### src/rtl/alu_share_ctrl.sv
// Shares one 16-bit ALU between two valid/ready requesters. Results land in a one-entry response buffer.
// The buffer has 1-cycle latency and accepts 1 op/cycle; a full, undrained buffer blocks all grants.
module alu_share_ctrl #(
  parameter int PRIO_MODE = 0,
  parameter int FLAG_REQ  = 0
) (
  input  logic        clk,
  input  logic        rst_n,
  input  logic        r0_valid,
  output logic        r0_ready,
  input  logic [15:0] r0_in1,
  input  logic [15:0] r0_in2,
  input  logic [2:0]  r0_op,
  input  logic        r1_valid,
  output logic        r1_ready,
  input  logic [15:0] r1_in1,
  input  logic [15:0] r1_in2,
  input  logic [2:0]  r1_op,
  output logic [15:0] alu_in1,
  output logic [15:0] alu_in2,
  output logic [2:0]  alu_op,
  input  logic [15:0] alu_out,
  input  logic [2:0]  alu_flag,
  output logic        rsp_valid,
  input  logic        rsp_ready,
  output logic        rsp_id,
  output logic [15:0] rsp_data,
  output logic [2:0]  flag_reg
);

  typedef enum logic {EMPTY, FULL} state_t;

  localparam logic FLAG_ID = 1'(FLAG_REQ);

  state_t      state_q, state_d;
  logic [15:0] rsp_data_q, rsp_data_d;
  logic        rsp_id_q, rsp_id_d;
  logic [2:0]  flag_q, flag_d;
  logic        last_grant_q, last_grant_d;

  logic slot_free, gnt0, gnt1, accept;

  always_comb begin
    slot_free = (state_q == EMPTY) || rsp_ready;
    gnt0 = 1'b0;
    gnt1 = 1'b0;
    if (rst_n && slot_free) begin
      if (PRIO_MODE == 1) begin
        if (r0_valid)      gnt0 = 1'b1;
        else if (r1_valid) gnt1 = 1'b1;
      end else if (r0_valid && r1_valid) begin
        // Contention goes to whoever did not win last time.
        gnt0 = last_grant_q;
        gnt1 = !last_grant_q;
      end else begin
        gnt0 = r0_valid;
        gnt1 = r1_valid;
      end
    end
    accept = gnt0 || gnt1;
  end

  // Operands are muxed only by the grant so an idle requester's inputs never reach the ALU.
  always_comb begin
    alu_in1 = 16'h0000;
    alu_in2 = 16'h0000;
    alu_op  = 3'b000;
    if (gnt0) begin
      alu_in1 = r0_in1;
      alu_in2 = r0_in2;
      alu_op  = r0_op;
    end else if (gnt1) begin
      alu_in1 = r1_in1;
      alu_in2 = r1_in2;
      alu_op  = r1_op;
    end
  end

  always_comb begin
    state_d      = state_q;
    rsp_data_d   = rsp_data_q;
    rsp_id_d     = rsp_id_q;
    flag_d       = flag_q;
    last_grant_d = last_grant_q;
    if (accept) begin
      state_d      = FULL;
      rsp_data_d   = alu_out;
      rsp_id_d     = gnt1;
      last_grant_d = gnt1;
      if (gnt1 == FLAG_ID) begin
        // ALU flags describe the adder only; logic/shift ops derive Z locally.
        case (alu_op)
          3'b000, 3'b001:                 flag_d    = alu_flag;
          3'b011, 3'b100, 3'b101, 3'b110: flag_d[1] = (alu_out == 16'h0000);
          default:                        flag_d    = flag_q;
        endcase
      end
    end else if (rsp_ready) begin
      state_d = EMPTY;
    end
  end

  always_ff @(posedge clk) begin
    if (!rst_n) begin
      state_q      <= EMPTY;
      rsp_data_q   <= 16'h0000;
      rsp_id_q     <= 1'b0;
      flag_q       <= 3'b000;
      last_grant_q <= 1'b1;
    end else begin
      state_q      <= state_d;
      rsp_data_q   <= rsp_data_d;
      rsp_id_q     <= rsp_id_d;
      flag_q       <= flag_d;
      last_grant_q <= last_grant_d;
    end
  end

  assign r0_ready  = gnt0;
  assign r1_ready  = gnt1;
  assign rsp_valid = (state_q == FULL);
  assign rsp_id    = rsp_id_q;
  assign rsp_data  = rsp_data_q;
  assign flag_reg  = flag_q;

endmodule

### config.mk
export PLATFORM = sky130hd
export DESIGN_NAME = alu_share_ctrl
export DESIGN_NICKNAME = d
export VERILOG_FILES = /design/src/rtl/alu_share_ctrl.sv
export SDC_FILE = /design/constraint.sdc
export NUM_CORES = 1
export LEC_CHECK = 0
export ABC_AREA = 1
export BUFFER_PORTS_ARGS = -buffer_cell sky130_fd_sc_hd__buf_2
export CAP_MARGIN = 20
export CORE_UTILIZATION = 33
export DETAILED_ROUTE_END_ITERATION = 12
export HOLD_SLACK_MARGIN = 0.15
export PLACE_DENSITY = 0.91
export SLEW_MARGIN = 5
export SYNTH_ARGS = -nofsm -noshare
export SYNTH_HDL_FRONTEND = slang
export SYNTH_SLANG_ARGS = --single-unit
### constraint.sdc
create_clock -name clk -period 1.8 [get_ports clk]
set_clock_uncertainty 0.15 [all_clocks]
set_input_delay 0.09 -clock clk [delete_from_list [all_inputs] [get_ports clk]]
set_output_delay 0.09 -clock clk [all_outputs]
set_load 0.02 [all_outputs]
# Word level (Yosys, flattened, before mapping)
# Index checks and enable logic that the tools add are counted.
# word_totals
reg_bits	22
elab_cells	39
output_inout_bits	58
# classes
n_bitwise	2
n_eq_ne	5
n_reduce_logical	13
muxes	13
# op_table
cell	count
$mux W16	4
$logic_not A16 Y1	1
$eq A3 B3 Y1 const B	3
$mux W1	6
$mux W3	2
$reduce_and A3 Y1	2
$reduce_bool A2 Y1	2
$reduce_or A4 Y1	1
$eq A3 B1 Y1 const B	1
$eq A3 B2 Y1 const B	1
$logic_not A3 Y1	1
$logic_and A1 B1 Y1	2
$logic_or A1 B1 Y1	2
$not A1 Y1	2
$pmux W1 S2	1
$reduce_or A2 Y1	1
$logic_not A1 Y1	1

# Depth between registers and ports, before layout
# Gate-level depths: netlist of the first run.
# logic_depth
depth_word	10
mapped_depth	11
mapped_depth_nobuf	11

# Least setup slack after synthesis of the first run
# No wires, ideal clock.
# synth_timing
path_kind	reg2out
from	reg state_q (netlist: rsp_valid)
to	out alu_in1[0]
n_path_buf	1
stages_incl_launch_ff	6
arrival_time_ns	1.404
setup_slack_ns	0.156
cell_sequence	dfxtp_1 > a21oi_4 > nand2_2 > clkinv_4 > buf_2 > a22o_1
# synth_via
elab_chain_cells	6
# synth_lines
element	line_no	rtl
start: declaration	35	state_t state_q, state_d;
start signal: assignment	111	state_q <= state_d;
$not A1 Y1	44	slot_free = (state_q == EMPTY) || rsp_ready;
$logic_or A1 B1 Y1	44	
$logic_and A1 B1 Y1	47	if (rst_n && slot_free) begin
$mux W1	47	
net r1_ready	15	output logic r1_ready,
$mux W16	72	end else if (gnt1) begin
$mux W16	68	if (gnt0) begin
end: declaration	19	output logic [15:0] alu_in1,
# The timed path passes the listed nets, and every way through them passes these cells.

# Worst setup path after layout of the first run
# layout_timing
from	reg last_grant_q
to	out alu_in2[3]
# layout_via
elab_chain_cells	5
# layout_lines
element	line_no	rtl
start: declaration	39	logic last_grant_q, last_grant_d;
start signal: assignment	115	last_grant_q <= last_grant_d;
$logic_not A1 Y1	54	gnt1 = !last_grant_q;
$mux W1	51	end else if (r0_valid && r1_valid) begin
$mux W1	47	
$mux W16	72	
$mux W16 (*)	68	
end: declaration	20	output logic [15:0] alu_in2,
# Every way passes the cells marked *; elsewhere a longest branch is shown, timed or not.

==> results of run 1 <==
-- cells in the mapped netlist (2+ instances only) --
| library cell | number | share of area [%] |
|---|---|---|
| a22o_1 | 32 | 21 |
| a21oi_1 | 12 | 4.6 |
| nand4_1 | 3 | 1.4 |
| inv_1 | 11 | 3.1 |
| buf_2 | 6 | 2.3 |
| nor4_1 | 2 | 0.95 |
| nand2_1 | 8 | 2.3 |
| nand2_2 | 5 | 2.4 |
| dfxtp_1 | 22 | 34 |
| o21ai_1 | 6 | 2.3 |
| o21ai_0 | 12 | 4.6 |
| nand3_1 | 7 | 2.7 |
| clkinv_4 | 2 | 1.3 |
| inv_2 | 2 | 0.57 |
| nor2_1 | 23 | 6.6 |
| nand3_2 | 3 | 2.3 |
-- metrics by stage --
stage | total power [mW] | cells | area [um^2]
global placement | 1.127 | 359 | 2096
CTS | 1.520 | 386 | 2399
detailed placement | 1.140 | 359 | 2096
global route | 1.600 | 386 | 2399
finish | 1.526 | 386 | 2399
floorplan | 0.9125 | 167 | 1314
-- worst max-delay path: stages (launching register included) --
cell and delay (ns):
dfxtp_2 0.37, a21oi_4 0.08, nand2_2 0.13, clkinv_8 0.13, buf_4 0.18, a22o_1 0.21, buf_2 0.16
-- placed cells by master (no fill, tap or decap), drive strengths merged, types with 4 or more instances in the layout --
cell type | Yosys | layout
nand3 | 10 | 10
buf | 9 | 155
dfxtp | 22 | 22
a21oi | 14 | 14
nand2 | 14 | 14
inv | 14 | 14
clkbuf | 1 | 4
a22o | 32 | 32
o21ai | 18 | 18
nor2 | 24 | 24
dlygate4sd3 | 0 | 22
-- power by group --
| group | switching [mW] | internal [mW] | total [mW] |
|---|---|---|---|
| logic | 0.356 | 0.266 | 0.622 |
| clock network | 0.149 | 0.194 | 0.344 |
| registers | 0.0266 | 0.534 | 0.560 |
-- per-layer routing --
| layer | part of all wire, % | wire length, um |
|---|---|---|
| met1 | 36 | 1908 |
| met3 | 7.0 | 371 |
| met5 | 0 | 0 |
| met4 | 1.5 | 78 |
| met2 | 56 | 2978 |
-- kinds of logic after synthesis --
| logic type | Yosys count |
|---|---|
| AO/OA/AOI/OAI | 64 |
| AND/OR/NAND/NOR | 54 |
| flip-flops | 22 |
| buffers and inverters | 27 |
-- final cells by class --
class | count | share of cell area (%)
timing repair buffer | 177 | 41.94
clock buffer | 4 | 2.295
tap | 48 | 2.504
multi-input combinational | 118 | 31.09
sequential | 22 | 18.47
inverter | 17 | 3.704
-- worst min path at each step --
stage | end | cells after the start
after global routing | last_grant_q | 6
after floorplan | flag_reg[0] | 2
after CTS | last_grant_q | 6
after detailed placement | flag_reg[0] | 3
final | last_grant_q | 6
after global placement | flag_reg[2] | 3
-- repair_timing --
action                                  in CTS  in global routing
endpoints found under the hold margin       22                  0
pin swaps                                    1                  0
hold buffers                                22                  0
endpoints found under the setup margin      32                 14
buffers inserted                             1                  0
resized for setup                            5                  0
==> out/qor.yml, run 1 <==
clocking:
  cts_made_buffers: 3
  cts_tree: "yes"
  cts.clk_slew.worst_paths_ns: 0.07
  cts_sinks: 22
  htree_levels: 1
  clockBufferDepth: 2
  cts_root_buf: "clkbuf_8"
  clk_latency_ns: 0.25
setup_path:
  startpoint_type: "flip-flop"
  r2r_start: "last_grant_q"
  cp_max_fo: 26
  endpoint_kind: "primary output"
  crit_arrival_ns: 1.52
  endpoint: "alu_in2[3]"
  regToRegEndpoint: "rsp_data[9]"
  cp-startpoint: "last_grant_q"
  crit_type: "reg -> out"
  required_ns: 1.56
  reg2regPathDepth: 8
  rrSetupSlack_ns: 0.17
sta:
  worst_hold_slack_ns: 0.1657
  finalMaxSlewViolations: 0
  hold_viol: 0
  fmax_ghz: 0.5680
  layout_setup_ws_ns: 0.03948
  final.min_clock_period_ns: 1.761
  grt_setup_unrepaired: "yes"
  slew_headroom_pct: 84.17
  post-route-period-util_pct: 97.81
  setup_viol: 0
  finalSetupTns_ns: 0
  tightestPinTransition_ns: 0.2352
yosys:
  synth-adder-area-share_pct: 0
  synthArstFlopShare_pct: 0
  netlist_area_um2: 1314
  synth.avg_cell_area_um2: 7.867
  synthesis.nets: 261
  synth_cells: 167
  synth_xor_area_share_pct: 0
  synth-compound-area-share_pct: 34.67
  synth_edf_count: 0
  synth_top_flop_cell: "dfxtp_1"
  synth-seq-cells: 22
  synthMuxAreaShare_pct: 0
  ys_types: 27
  synth_top_family_by_area: "compound AO/OA/AOI/OAI gates"
  yosysWarnings: 0
  yosysSeqAreaShare_pct: 33.52
  synth-simple-area-share_pct: 21.52
hold_path:
  hp-class: "in -> reg"
  hold_start: "rst_n"
detailed_routing:
  first_iter_violations: 41
  antenna_left: 0
  finalWirelength_um: 5337
  first_pass_iters: 4
  viasPerCell: 4.933
  drc_errors: 0
  vias: 1904
  post_drt_wl_per_cell_um: 13.83
finish:
  largest_reg_flops: 16
  fillCellCount: 320
  post-route-util_pct: 64.07
  diodes: 0
  multiInputGateArea_um2: 745.7
  drive_gt1_share_pct: 52.66
  areaGrowthSynthToFinish_pct: 82.57
  nets: 433
  register_area_um2: 442.9
global_route:
  antenna_found_initial: 0
  busiest_layer: "met2"
  track_usage_pct: 22.73
  use_met2_pct: 47.01
  grt_first_pass_wirelength_um: 7431
  grt_max_degree: 37
  grt_overflow_total: 0
  grt_pass1_vias: 1600
  grtUsageMet1_pct: 23.42
  met3_usage_pct: 4.167
die:
  chipWidth_um: 65.10
  coreArea_um2: 3744
  die_area_um2: 4237
  io_pins: 152
  rows: 22
  initial_core_util_pct: 35.09
  die_y_um: 65.10
placement:
  place_congestion: 0.8773
  dpl.hpwl_um: 3927
  numPortBuffers: 151
  place_ws_ns: 0.07817
pwr:
  p_leak_nw: 1.347
  peakVddDrop_mv: 0.6188
  power_density_nw_per_um2: 636.3
flow_run:
  maxCapViolations: 0
run_status:
  status: "completed"
Note: power is estimated with default switching activity, not from simulation.
==> inputs of run 2 (changes only) <==
--- a/config.mk
+++ b/config.mk
@@ -8,10 +8,11 @@
 export ABC_AREA = 1
 export BUFFER_PORTS_ARGS = -buffer_cell sky130_fd_sc_hd__buf_2
 export CAP_MARGIN = 20
-export CORE_UTILIZATION = 33
+export CORE_UTILIZATION = 34
+export CTS_BUF_LIST = sky130_fd_sc_hd__clkbuf_8
 export DETAILED_ROUTE_END_ITERATION = 12
 export HOLD_SLACK_MARGIN = 0.15
-export PLACE_DENSITY = 0.91
+export PLACE_DENSITY = 0.94
 export SLEW_MARGIN = 5
 export SYNTH_ARGS = -nofsm -noshare
 export SYNTH_HDL_FRONTEND = slang
==> out/qor.yml, run 2 (synthesis gave the netlist of run 1 again) <==
hold_path:
  hp-class: "in -> reg"
  hold_depth: 6  # unchanged
clocking:
  cts.clk_slew.worst_paths_ns: 0.08  # about the same
  clk_latency_ns: 0.25  # about the same
  htree_levels: 1  # unchanged
  clockBufferDepth: 2  # unchanged
  cts_tree: "yes"
  cts_sinks: 22  # unchanged
  cts_root_buf: "clkbuf_8"
  cts_made_buffers: 3  # unchanged
sta:
  worst_hold_slack_ns: 0.1813  # +0.01556 ns
  fmax_ghz: 0.5658  # -0.39%
  post-route-period-util_pct: 98.19  # +0.38 points
  finalMaxSlewViolations: 0  # unchanged
  final.min_clock_period_ns: 1.767  # +0.006837 ns
  hold_viol: 0  # unchanged
  tightestPinTransition_ns: 0.3109  # +0.07564 ns
  setup_viol: 0  # unchanged
  slew_headroom_pct: 79.08  # -5.1 points
detailed_routing:
  drc_errors: 0  # unchanged
  first_pass_iters: 4  # unchanged
  antenna_left: 0  # unchanged
  vias: 1897  # -0.37%
  first_iter_violations: 40  # -2.4%
  viasPerCell: 4.877  # -1.1%
  post_drt_wl_per_cell_um: 13.34  # -3.5%
  finalWirelength_um: 5190  # -2.8%
finish:
  nets: 436  # +0.69%
  largest_reg_flops: 16  # unchanged
  instances_no_fill: 389  # +0.78%
  final_common_cell: "buf_2"
  diodes: 0  # unchanged
  drive_gt1_share_pct: 53.08  # +0.42 points
  mostFrequentLayoutCells: "146 x buf_2, 32 x a22o_1, 22 x nor2_1, 22 x dlygate4sd3_1, 21 x dfxtp_1"
  areaGrowthSynthToFinish_pct: 86.86
global_route:
  grt_overflow_total: 0  # unchanged
  grt_pass1_vias: 1741  # +8.8%
  grt_max_degree: 37  # unchanged
  track_usage_pct: 24.23  # +1.5 points
  grt_first_pass_wirelength_um: 7948  # +7.0%
  antenna_found_initial: 0  # unchanged
setup_path:
  cpPeakStageDelay_ns: 0.35  # -0.02 ns
  cp_slowest_cell: "dfxtp_1"
  crit_top_cell: "buf_4"
  endpoint_kind: "primary output"
  required_ns: 1.56  # about the same
  reg2regPathDepth: 9  # +1
  crit_type: "reg -> out"
  worstPathCellList: "a21oi_4 -> nand2_4 -> inv_8 -> buf_4 -> a22o_1 -> buf_4"
  cp_max_fo: 10  # -62%
  crit_arrival_ns: 1.53  # about the same
  startpoint_type: "flip-flop"
placement:
  place_congestion: 0.7929  # -9.6%
  numPortBuffers: 151  # unchanged
  dpl.hpwl_um: 3849  # -2.0%
  placedCellCount: 359  # unchanged
die:
  die_area_um2: 4117  # -2.9%
  die_y_um: 64.16  # -1.4%
  io_pins: 152  # unchanged
  rows: 22  # unchanged
  initial_core_util_pct: 35.62  # +0.52 points
  coreArea_um2: 3689  # -1.5%
  chipWidth_um: 64.16  # -1.4%
pwr:
  peakVddDrop_mv: 0.5455  # -12%
  p_leak_nw: 1.375  # +2.1%
  power_density_nw_per_um2: 627.9  # -1.3%
flow_run:
  maxCapViolations: 0  # unchanged
run_status:
  status: "completed"
-- run 2: cell types whose count changed in the layout (fill, tap and decap cells not counted), sizes merged --
| cell | change |
|---|---|
| buf | +3 |
| clkinv | -1 |
| inv | +1 |
-- run 2: through the flow --
step,utilization [%],setup TNS (ns),area (um^2),power [mW],worst slack (ns)
after global placement,57.16,0,2108,1.135,0.2083
after CTS,65.10,0,2401,1.528,0.01210
after floorplan,-,0,1314,0.9125,0.1559
final,66.55,0,2455,1.541,0.03264
after global routing,66.55,-0.05405,2455,1.627,-0.008325
after detailed placement,57.16,0,2108,1.145,0.1430
-- run 2: final cells by class --
type                    instances  area [um^2]
fillers                       316         1234
repair buffers                180         1054
flip-flops and latches         22        441.7
clock buffers                   4        55.05
well taps                      48        60.06
multi-input cells             118        753.2
inverters                      17        91.34
-- run 2: power by group --
group / leakage (nW) / internal, mW / total (mW) / switching [mW]
clock network: 0.0288 / 0.194 / 0.341 / 0.147
logic: 1.16 / 0.279 / 0.640 / 0.360
registers: 0.181 / 0.533 / 0.561 / 0.0271
-- run 2: timing repair --
item	4_1_cts	5_1_grt
hold endpoints to repair	22	0
pin swaps	1	1
hold buffers	22	0
endpoints found under the setup margin	32	34
gates resized for setup	2	12
setup buffers	1	3
-- run 2: per-layer routing --
metal  vias to the layer above  wire length (um)  global-route usage, %
li1                        949                 -                      -
met4                         0                 6                  3.056
met2                        81              2677                  44.81
met1                       865              2109                  29.68
met3                         2               396                  4.286
met5                         -                 0                      0
-- run 2: critical path, delay by kind of cell (launching register included) --
kind / cells / cell delay [ns]
AND/OR/NAND/NOR: 1 / 0.10
flip-flops: 1 / 0.35
AO/OA/AOI/OAI: 2 / 0.43
buffers and inverters: 3 / 0.39
-- run 2: path summary, 6_finish.rpt --
| path | startpoint | to | slack (ns) |
|---|---|---|---|
| min | rst_n | last_grant_q | 0.18 |
| max | rsp_valid | alu_in1[10] | 0.03 |
| min reg2reg | rsp_data[2] | rsp_data[2] | 0.34 |
| max reg2reg | rsp_valid | flag_reg[2] | 0.16 |
==> inputs of run 3 (changes only) <==
--- a/config.mk
+++ b/config.mk
@@ -7,12 +7,14 @@
 export LEC_CHECK = 0
 export ABC_AREA = 1
 export BUFFER_PORTS_ARGS = -buffer_cell sky130_fd_sc_hd__buf_2
-export CAP_MARGIN = 20
-export CORE_UTILIZATION = 34
+export CAP_MARGIN = 15
+export CELL_PAD_IN_SITES_DETAIL_PLACEMENT = 0
+export CELL_PAD_IN_SITES_GLOBAL_PLACEMENT = 2
+export CORE_UTILIZATION = 15
 export CTS_BUF_LIST = sky130_fd_sc_hd__clkbuf_8
 export DETAILED_ROUTE_END_ITERATION = 12
 export HOLD_SLACK_MARGIN = 0.15
-export PLACE_DENSITY = 0.94
+export PLACE_DENSITY = 0.92
 export SLEW_MARGIN = 5
 export SYNTH_ARGS = -nofsm -noshare
 export SYNTH_HDL_FRONTEND = slang
==> out/qor.yml, run 3 (synthesis gave the netlist of run 1 again) <==
run_status:
  status: "completed"
global_route:
  track_usage_pct: 10.29  # -14 points
  antenna_found_initial: 0  # unchanged
  grt_overflow_total: 0  # unchanged
  grt_pass1_vias: 1612  # -7.4%
  grt_max_degree: 36  # -2.7%
  grt_first_pass_wirelength_um: 7245  # -8.8%
pwr:
  p_total_mw: 1.713  # +11%
  p_leak_nw: 1.401  # +1.9%
  power_density_nw_per_um2: 640.4  # +2.0%
  peakVddDrop_mv: 0.4686  # -14%
hold_path:
  min_to: "flag_reg[1]"
  hold_depth: 6  # unchanged
  hold_start: "r1_op[0]"
  hp-class: "in -> reg"
finish:
  nets: 440  # +0.92%
  mostFrequentLayoutCells: "122 x buf_2, 34 x buf_4, 32 x a22o_1, 22 x nor2_1, 22 x dlygate4sd3_1"
  drive_gt1_share_pct: 53.91  # +0.83 points
  final_common_cell: "buf_2"
  diodes: 0  # unchanged
  areaGrowthSynthToFinish_pct: 103.6
  final_area_um2: 2675  # +9.0%
  post-route-util_pct: 32.07  # -34 points
  largest_reg_flops: 16  # unchanged
sta:
  finalMaxSlewViolations: 0  # unchanged
  hold_viol: 0  # unchanged
  layout_setup_ws_ns: 0.04826  # +0.01562 ns
  slew_headroom_pct: 76.28  # -2.8 points
  post-route-period-util_pct: 97.32  # -0.87 points
  grt_setup_unrepaired: "yes"
  finalSetupTns_ns: 0  # unchanged
  fmax_ghz: 0.5709  # +0.89%
  tightestPinTransition_ns: 0.3525  # +0.04164 ns
  final.min_clock_period_ns: 1.752  # -0.01562 ns
  setup_viol: 0  # unchanged
die:
  rows: 33  # +50%
  coreArea_um2: 8341  # +130%
  chipWidth_um: 95.59  # +49%
  initial_core_util_pct: 15.75  # -20 points
  die_area_um2: 9136  # +120%
  io_pins: 152  # unchanged
  die_y_um: 95.59  # +49%
placement:
  placed_area_um2: 2180  # +3.4%
  place_congestion: 0.7135  # -10%
  numPortBuffers: 151  # unchanged
  dpl.hpwl_um: 4109  # +6.7%
  place_ws_ns: 0.09771  # -0.04529 ns
setup_path:
  reg2regPathDepth: 11  # +2
  rrSetupSlack_ns: 0.14  # -0.02 ns
  crit_arrival_ns: 1.51  # -0.02 ns
  cp_max_fo: 15  # +5
  crit_type: "reg -> out"
  regToRegEndpoint: "flag_reg[0]"
  startpoint_type: "flip-flop"
  required_ns: 1.56  # about the same
  endpoint_kind: "primary output"
  r2r_start: "last_grant_q"
clocking:
  cts.clk_slew.worst_paths_ns: 0.08  # about the same
  clk_latency_ns: 0.26  # about the same
  cts_root_buf: "clkbuf_8"
  cts_sinks: 22  # unchanged
  clockBufferDepth: 2  # unchanged
  htree_levels: 1  # unchanged
  cts_tree: "yes"
  cts_made_buffers: 3  # unchanged
detailed_routing:
  vias: 1868  # -1.5%
  post_drt_wl_per_cell_um: 12.52  # -6.2%
  first_pass_iters: 4  # unchanged
  finalWirelength_um: 5633  # +8.5%
  antenna_left: 0  # unchanged
  first_iter_violations: 32  # -20%
  drc_errors: 0  # unchanged
  viasPerCell: 4.151  # -15%
flow_run:
  maxCapViolations: 0  # unchanged
[run 3: cell types whose count changed in the layout (fill, tap and decap cells not counted), sizes merged]
cell | previous run | this run
clkinv | 2 | 3
buf | 158 | 160
bufinv | 0 | 1
[run 3: worst max path at each step]
stage                       from          end  slack, ns  depth (start not counted)
floorplan              rsp_valid   alu_in1[0]       0.16                          5
global placement    last_grant_q  flag_reg[0]       0.15                         10
detailed placement     rsp_valid  alu_in1[11]        0.1                          6
CTS                    rsp_valid  alu_in2[14]    0.00001                          6
global route           rsp_valid  alu_in2[10]      -0.01                          6
finish                 rsp_valid  alu_in2[14]       0.05                          6
[run 3: repair_timing]
| item | CTS | global route |
|---|---|---|
| resized for setup | 10 | 32 |
| pin swaps | 1 | 3 |
| endpoints found under the hold margin | 22 | 0 |
| hold buffers | 22 | 0 |
| endpoints found under the setup margin | 32 | 34 |
| gates cloned | 1 | 1 |
| setup buffers | 1 | 5 |
[run 3: report_power, final]
part           leakage (nW)  switching, mW  internal, mW
registers             0.182         0.0242         0.533
clock network        0.0357          0.174         0.297
logic                  1.18          0.369         0.316
total                  1.40          0.567          1.15
[run 3: layer usage]
metal | global-route usage, % | wire length (um) | up-vias
li1 | - | - | 953
met1 | 10.59 | 2147 | 819
met2 | 21.37 | 2989 | 96
met3 | 2.472 | 496 | 0
met4 | 0.7463 | 0 | 0
met5 | 0 | 0 | -
[run 3: final cells by class]
class                      instances  area (um^2)
inverter                          17        86.33
clock buffer                       3        41.29
fill                             903         5665
multi-input combinational        118        767.0
sequential                        22        445.4
tap                              105        131.4
clock inverter                     1        30.03
timing repair buffer             183         1165
timing repair inverter             1        8.758
[run 3: critical path, cell delays in order, from the launching register on]
cell and delay (ns):
dfxtp_2 0.35, a21oi_4 0.24, nand2_2 0.10, clkinv_4 0.10
clkbuf_16 0.17, a22o_1 0.17, buf_6 0.12
[run 3: per-stage QoR]
stage	instances	hold WS [ns]
after global placement	416	0.1720
after global routing	450	0.2201
after detailed placement	416	0.1793
final	450	0.1894
after CTS	444	0.1645
after floorplan	167	0.07403
